### src/rtl/fram_arbiter.sv
// fram_arbiter: shares one SPI FRAM controller between two requesters.
// Port 0 is typically instruction fetch, port 1 data load/store.
// Optional feature macro: FRAM_ARB_RR_EN selects round-robin arbitration;
// when undefined, port 0 has fixed priority and no pointer register exists.
module fram_arbiter #(
  parameter int unsigned ADDR_WIDTH = 24
) (
  input  logic                  clk,
  input  logic                  rst,
  input  logic                  req0,
  input  logic                  req1,
  input  logic                  write0,
  input  logic                  write1,
  input  logic                  word0,
  input  logic                  word1,
  input  logic [ADDR_WIDTH-1:0] addr0,
  input  logic [ADDR_WIDTH-1:0] addr1,
  input  logic [15:0]           wdata0,
  input  logic [15:0]           wdata1,
  output logic                  ack0,
  output logic                  ack1,
  output logic [15:0]           rdata0,
  output logic [15:0]           rdata1,
  output logic                  fram_start,
  output logic                  fram_write,
  output logic                  fram_word,
  output logic [23:0]           fram_addr,
  output logic [15:0]           fram_wdata,
  input  logic                  fram_ready,
  input  logic [15:0]           fram_rdata
);

  typedef enum logic [1:0] {StIdle, StIssue, StWaitBusy, StWaitDone} state_e;

  state_e state_q;
  logic   grant_q;
  logic   pick;

  logic [23:0] addr0_ext;
  logic [23:0] addr1_ext;

  assign addr0_ext = 24'(addr0);
  assign addr1_ext = 24'(addr1);

`ifdef FRAM_ARB_RR_EN
  logic last_q;

  // Round-robin winner: on contention the port not granted last wins.
  always_comb begin
    pick = req1;
    if (req0 && req1) begin
      pick = ~last_q;
    end
  end
`else
  // Fixed priority winner: port 0 whenever it is requesting.
  always_comb begin
    pick = ~req0;
  end
`endif

  // Arbiter FSM with registered command, start, ack and read-data outputs.
  always_ff @(posedge clk) begin
    if (rst) begin
      state_q    <= StIdle;
      grant_q    <= 1'b0;
      fram_start <= 1'b0;
      ack0       <= 1'b0;
      ack1       <= 1'b0;
      rdata0     <= 16'h0000;
      rdata1     <= 16'h0000;
      fram_write <= 1'b0;
      fram_word  <= 1'b0;
      fram_addr  <= 24'h000000;
      fram_wdata <= 16'h0000;
`ifdef FRAM_ARB_RR_EN
      last_q     <= 1'b1;
`endif
    end else begin
      fram_start <= 1'b0;
      ack0       <= 1'b0;
      ack1       <= 1'b0;
      unique case (state_q)
        StIdle: begin
          // The acked requester still holds req during its ack cycle, so no
          // grant is made then; otherwise the finished transfer would repeat.
          if (fram_ready && (req0 || req1) && !ack0 && !ack1) begin
            grant_q    <= pick;
            fram_write <= pick ? write1 : write0;
            fram_word  <= pick ? word1 : word0;
            fram_addr  <= pick ? addr1_ext : addr0_ext;
            fram_wdata <= pick ? wdata1 : wdata0;
            fram_start <= 1'b1;
            state_q    <= StIssue;
`ifdef FRAM_ARB_RR_EN
            last_q     <= pick;
`endif
          end
        end
        StIssue: begin
          state_q <= StWaitBusy;
        end
        StWaitBusy: begin
          if (!fram_ready) begin
            state_q <= StWaitDone;
          end
        end
        StWaitDone: begin
          if (fram_ready) begin
            state_q <= StIdle;
            if (grant_q) begin
              ack1 <= 1'b1;
              if (!fram_write) begin
                if (fram_word) begin
                  rdata1 <= fram_rdata;
                end else begin
                  rdata1[7:0] <= fram_rdata[7:0];
                end
              end
            end else begin
              ack0 <= 1'b1;
              if (!fram_write) begin
                if (fram_word) begin
                  rdata0 <= fram_rdata;
                end else begin
                  rdata0[7:0] <= fram_rdata[7:0];
                end
              end
            end
          end
        end
        default: begin
          state_q <= StIdle;
        end
      endcase
    end
  end

endmodule
### config.mk
export PLATFORM = sky130hd
export DESIGN_NAME = fram_arbiter
export DESIGN_NICKNAME = d
export VERILOG_FILES = /design/src/rtl/fram_arbiter.sv
export SDC_FILE = /design/constraint.sdc
export NUM_CORES = 1
export LEC_CHECK = 0
export CORE_UTILIZATION = 40
export CTS_BUF_LIST = sky130_fd_sc_hd__clkbuf_16
export DETAILED_ROUTE_END_ITERATION = 12
export PLACE_DENSITY = 0.77
export REMOVE_ABC_BUFFERS = 1
export SLEW_MARGIN = 0
export SYNTH_ARGS = -nofsm -noshare
export SYNTH_HDL_FRONTEND = slang
export SYNTH_SLANG_ARGS = --single-unit
### constraint.sdc
create_clock -name clk -period 3.44 [get_ports clk]
set_input_delay 0.688 -clock clk [delete_from_list [all_inputs] [get_ports clk]]
set_output_delay 0.688 -clock clk [all_outputs]
set_load 0.05 [all_outputs]
==> results.md, run 1 <==
* Clk_lat worst skew at between 0.3 and 0.4 ns
* Area grow syn2layout at 58.4%
* Hold Path Class: flip-flop to flip-flop
* Yosys Warn Count at 0
* Status: completed
* NumNets Final at 620
* Top cell type's share of synthesized area at 0.451
* Clock Skew at around 0.0052 ns
* Power per cell area at 630 mW/mm^2
* Post-synth ARST share at 0
* Largest fanout on the critical path at 3
* Routed wire length at 8.98 mm
* Post-synth EDFFs at 0
* Tot GR Track Use at 0.189
* Count of final setup violators at 0
* Top delay family on crit path: buffers and inverters
* Buffers on Ports at 181
* Reg2reg setup slack at 1.42 ns
* Mean Syn Cell Area at 10.3 um^2
* First-pass GRT wire length at 13.5 mm
* Critical-path cell list: clkdlybuf4s50_1
* Min Hold Slack at 0.458 ns
* Most frequent cell after synthesis: dfxtp_1
* CP Class: flip-flop to output pin
* Cell taking the most area after synthesis: dfxtp_1
* Slew Limit Fails at 0
* Crit path arrival time at 1.60 ns
* I/O pin count at ~180
* Drt pass-1 iters at 4
* Distinct cells, synth at 24
* GRT overflow at 0
* Top cells by count, synth: dfxtp_1 (80), mux2i_1 (59), nor2_1 (59)
* Final TNS setup at 0 ns
* Slew headroom at 0.423
* Clock Path Buffers at 2
* Num CTS Buffers at 9
* CP bufs+invs at 1
* Diode count at 0
* Fin. Hold Viols at 0
* Worst-Margin Slew at 0.865 ns
* Drt wl/cell at 14.4 um
* P_leak at 2.13 nW
* Hold_sp: rdata0[2]
* Max incr delay on CP at 0.87 ns
* Starting Density at 0.423
* Die width at 96.2 um
* Detail Placement HPWL at 6.70 mm
* Routed Antenna Nets at 0
* CTS tree: built
* Clock sink count at 80
* Die height at 96.2 um
* Core area at 0.00838 mm^2
* Vias in the first global route at 2935
* Final Cell Area at 0.00562 mm^2
* Worst vdd ir at 298 uV
* Pin count of the biggest net entering global routing at 69
* Synth Instances at 344
* FP Rows at 33
* Max Freq at 437 MHz
* Main synth FF type: dfxtp_1
* Top post-synthesis cells by area: dfxtp_1 (45%), mux2i_1 (17%), a211oi_2 (15%)
* Seq cells post-synth at 80
* Vias at 3028
* Worst r2r src: state_q[0]
* Worst flop-to-flop path endpoint: fram_addr[4]
* Post-CTS Resized at 0
* Final period demand of the worst path at 2.29 ns
* Root buf cell: clkbuf_16
* Worst Hold Depth at 2
* Layout Utilization at 0.670
* Startpoint types: flip-flop
* DRC errors left at 0
* RSZ-0062 raised after global routing: false
* Post-CTS Repair Setup Buffers at 0
* Crit path required time at 2.75 ns
* Die area at between 0.009 and 0.01 mm^2
* Final GP Congestion at 0.666
* Share of cells above drive strength 1 at 0.132
* Post-cts hold buffer count at 0
* Placed Area at 0.00533 mm^2
* Slowest CP cell: clkdlybuf4s50_1
* Sequential area share after synthesis at 0.451
* Reg2reg path depth at 6
* Vias/cell at slightly below 5
* Maxcap violations at 0
* Tcrit/Tclk final at 0.665
* Initial antenna violation count at 0
* Critical Path End Type: output pin
* Hold path endpoint: rdata0[2]
* Clock Pin Slew Worst Setup and Hold Paths at 0.06 ns
* 1st-iter DRT viols at 56
* Synth Cell Area at 0.00355 mm^2
* H-tree lvl count at 3
-- how the worst max path moves through the flow --
stage,slack (ns),to,from,cells after the start
floorplan,-0.72,fram_addr[0],req0,4
global placement,0.92,fram_addr[14],req1,6
detailed placement,0.82,fram_addr[4],req1,6
CTS,1.15,ack1,ack1,1
global route,1.01,fram_wdata[15],req1,6
finish,1.15,ack1,ack1,1
-- final cells by class --
| type | count | area (um^2) |
|---|---|---|
| Clock inverter | 7 | 63.8 |
| Fill cell | 692 | 2760 |
| Inverter | 2 | 7.51 |
| Clock buffer | 9 | 225 |
| Tap cell | 105 | 131 |
| Multi-Input combinational cell | 234 | 1760 |
| Sequential cell | 80 | 1600 |
| Timing Repair Buffer | 185 | 1830 |
-- sequential cells by signal, indices dropped and copies added (netlist names) --
signal,count
rdata1,16
ack0,1
grant_q,1
fram_addr,24
ack1,1
rdata0,16
fram_word,1
fram_wdata,16
state_q,2
fram_write,1
fram_start,1
-- cells in the final DEF (no fill, tap or decap), types with 2 or more instances in the layout --
cell	Yosys	routed
clkbuf_16	0	9
clkdlybuf4s50_1	0	179
inv_1	2	3
nor3b_1	2	2
a211oi_1	2	2
ha_1	3	3
a211oi_2	43	43
nor3_1	2	2
nand2b_1	3	3
dfxtp_1	80	80
a21oi_1	16	16
clkinv_2	0	3
clkinvlp_4	0	2
mux2i_1	59	59
and3b_1	2	2
nor2b_1	2	2
nand2_1	35	35
nor2_1	59	59
buf_4	3	5
-- metal layers --
metal  share of wire  track usage
met1            0.38        0.201
met2            0.49        0.343
met3            0.11       0.0600
met4           0.017       0.0784
met5               0            0
-- logic make-up (layout without fill, tap and decap cells) --
| logic type | after synthesis | after routing | share of synthesized area |
|---|---|---|---|
| buffers and inverters | 30 | 203 | 0.0540 |
| AO/OA/AOI/OAI | 63 | 63 | 0.183 |
| adder cells (fa/ha/maj) | 3 | 3 | 0.0106 |
| multiplexers | 59 | 59 | 0.166 |
| flip-flops | 80 | 80 | 0.451 |
| AND/OR/NAND/NOR | 109 | 109 | 0.135 |
-- power by group --
| group | switching (W) | internal (W) |
|---|---|---|
| registers | 0.0000833 | 0.00108 |
| clock network | 0.000360 | 0.000555 |
| logic | 0.000901 | 0.000561 |
| total | 0.00134 | 0.00219 |
-- through the flow --
stage                     worst slack [ns]  instances  total power [W]
final                                 1.15        622          0.00354
after global routing                  1.01        622          0.00371
after CTS                             1.15        622          0.00358
after detailed placement             0.822        606          0.00266
after global placement               0.923        606          0.00262
after floorplan                     -0.723        316          0.00216
Note: power is estimated with default switching activity, not from simulation.
==> run 2: changes to the inputs <==
Clock period 3.44 ns to 2.3 ns, I/O delays scaled along.
==> run 2 against run 1 <==
Cell count increased by 0.32%; die area unchanged; total power increased by 50%; critical path depth unchanged; clock power increased by 48%; clock skew about the same.
==> results.md, run 2 (synthesis gave the netlist of run 1 again) <==
* Status: completed
* Critical Path End Type: output pin
* Slowest CP cell: clkdlybuf4s50_1
* Drt pass-1 iters at 4
* Largest fanout on the critical path at 3
* Post-CTS Resized at 0
* Reg2reg setup slack at 0.43 ns
* Initial antenna violation count at 0
* Hold_sp: rdata0[0]
* Post-cts hold buffer count at 0
* Startpoint types: flip-flop
* Max FFs per register at 24
* Vias in the first global route at about 3000
* Diode count at 0
* Fin. Hold Viols at 0
* RSZ-0062 raised after global routing: false
* Final period demand of the worst path at 2.03 ns
* Tot GR Track Use at 0.201
* Met2 wire len at 4.67 mm
* Count of final setup violators at 0
* Met3 wire length at 901 um
* Routed Antenna Nets at 0
* First-pass GRT wire length at 14.3 mm
* Detail Placement HPWL at 7.00 mm
* FP Rows at 33
* Num CTS Buffers at 9
* Path length in cells of the critical path at 1
* Tot Pwr at roughly 0.0053 W
* Slew headroom at 0.629
* Tcrit/Tclk final at 0.883
* Hold path endpoint: rdata0[0]
* Crit path arrival time at ~1.6 ns
* GRT overflow at 0
* Buffers on Ports at around 180
* CP bufs+invs at 1
* I/O pin count at 182
* Commonest non-fill, non-tap cell in the layout: clkdlybuf4s50_1
* Vias/cell at 4.91
* WL met1 at 3.62 mm
* Critical-path cell list: clkdlybuf4s50_1
* CP Class: flip-flop to output pin
* Power per cell area at 937 mW/mm^2
* Clock sink count at 80
* Final TNS setup at 0 ns
* Max Freq at 492 MHz
* P_leak at 2.15 nW
* CTS tree: built
* Commonest cells after routing, fill and taps aside: clkdlybuf4s50_1 (179), dfxtp_1 (80), mux2i_1 (59), nor2_1 (59), a211oi_2 (43)
* NumNets Final at a little over 600
* Drt wl/cell at 15.0 um
* Pin count of the biggest net entering global routing at 76
* Share of cells above drive strength 1 at 0.135
* Maxcap violations at 0
* Reg2reg path depth at 6
* 1st-iter DRT viols at around 60
* Worst r2r src: state_q[0]
* Die width at 96.2 um
* Starting Density at 0.423
* Placed Area at between 0.005 and 0.006 mm^2
* Root buf cell: clkbuf_16
* Clock Path Buffers at 2
* Final Cell Area at between 0.005 and 0.006 mm^2
* Hold Path Class: flip-flop to flip-flop
* H-tree lvl count at 3
* Final GP Congestion at 0.683
* Worst flop-to-flop path endpoint: fram_wdata[11]
* Top Metal Used: met4
* Slew Limit Fails at 0
* Routed wire length at 9.35 mm
* Clock Pin Slew Worst Setup and Hold Paths at about 0.06 ns
* Clk_lat worst skew at 0.32 ns
* DRC errors left at 0
* Worst Hold Depth at 2
* Vias at 3064
* Top delay family on crit path: buffers and inverters
* Area grow syn2layout at 59.8%
* Worst-Margin Slew at about 0.56 ns
* Post-CTS Repair Setup Buffers at 0
* Crit path required time at ~1.8 ns
* Max incr delay on CP at between 0.8 and 0.9 ns
* Largest reg by FF count: fram_addr
* Die area at 0.00925 mm^2
* Worst vdd ir at 524 uV
* Clock Skew at 0.00543 ns
* Die height at 96.2 um
* Layout Utilization at 0.677
* Core area at 0.00838 mm^2
run 2: how the worst max path moves through the flow:
stage,from,slack [ns],endpoint
floorplan,ack0,-1.84,fram_addr[0]
global placement,req1,0.20,fram_wdata[2]
detailed placement,req1,0.11,fram_addr[1]
CTS,ack1,0.25,ack1
global route,ack1,0.24,ack1
finish,ack1,0.27,ack1
run 2: final cells by class:
| type | instances | area, um^2 |
|---|---|---|
| Fill cell | 691 | 2710 |
| Timing Repair Buffer | 187 | 1890 |
| Multi-Input combinational cell | 234 | 1760 |
| Sequential cell | 80 | 1600 |
| Clock buffer | 9 | 225 |
| Tap cell | 105 | 131 |
| Clock inverter | 7 | 63.8 |
| Inverter | 2 | 7.51 |
run 2: power by group:
part,internal (W),switching (W),leakage [nW]
logic,0.000861,0.00136,1.35
registers,0.00161,0.000128,0.654
clock network,0.000829,0.000522,0.142
run 2: per-layer routing:
metal / up-vias / global-route usage
li1: 1544 / -
met3: 14 / 0.0616
met4: 0 / 0.0759
met2: 117 / 0.366
met1: 1389 / 0.217
met5: - / 0
run 2: per-stage QoR:
step / std cells / hold slack, ns / setup WS (ns)
after global placement: 608 / 0.441 / 0.200
after detailed placement: 608 / 0.449 / 0.106
after global routing: 624 / 0.469 / 0.241
after floorplan: 316 / 0.482 / -1.84
final: 624 / 0.453 / 0.268
after CTS: 624 / 0.456 / 0.250
==> run 3: changes to the inputs <==
Settings changed: CTS_CLUSTER_DIAMETER set to 150.
==> results of run 3 <==
Final layout, timing and power as in run 2 (identical DEF).
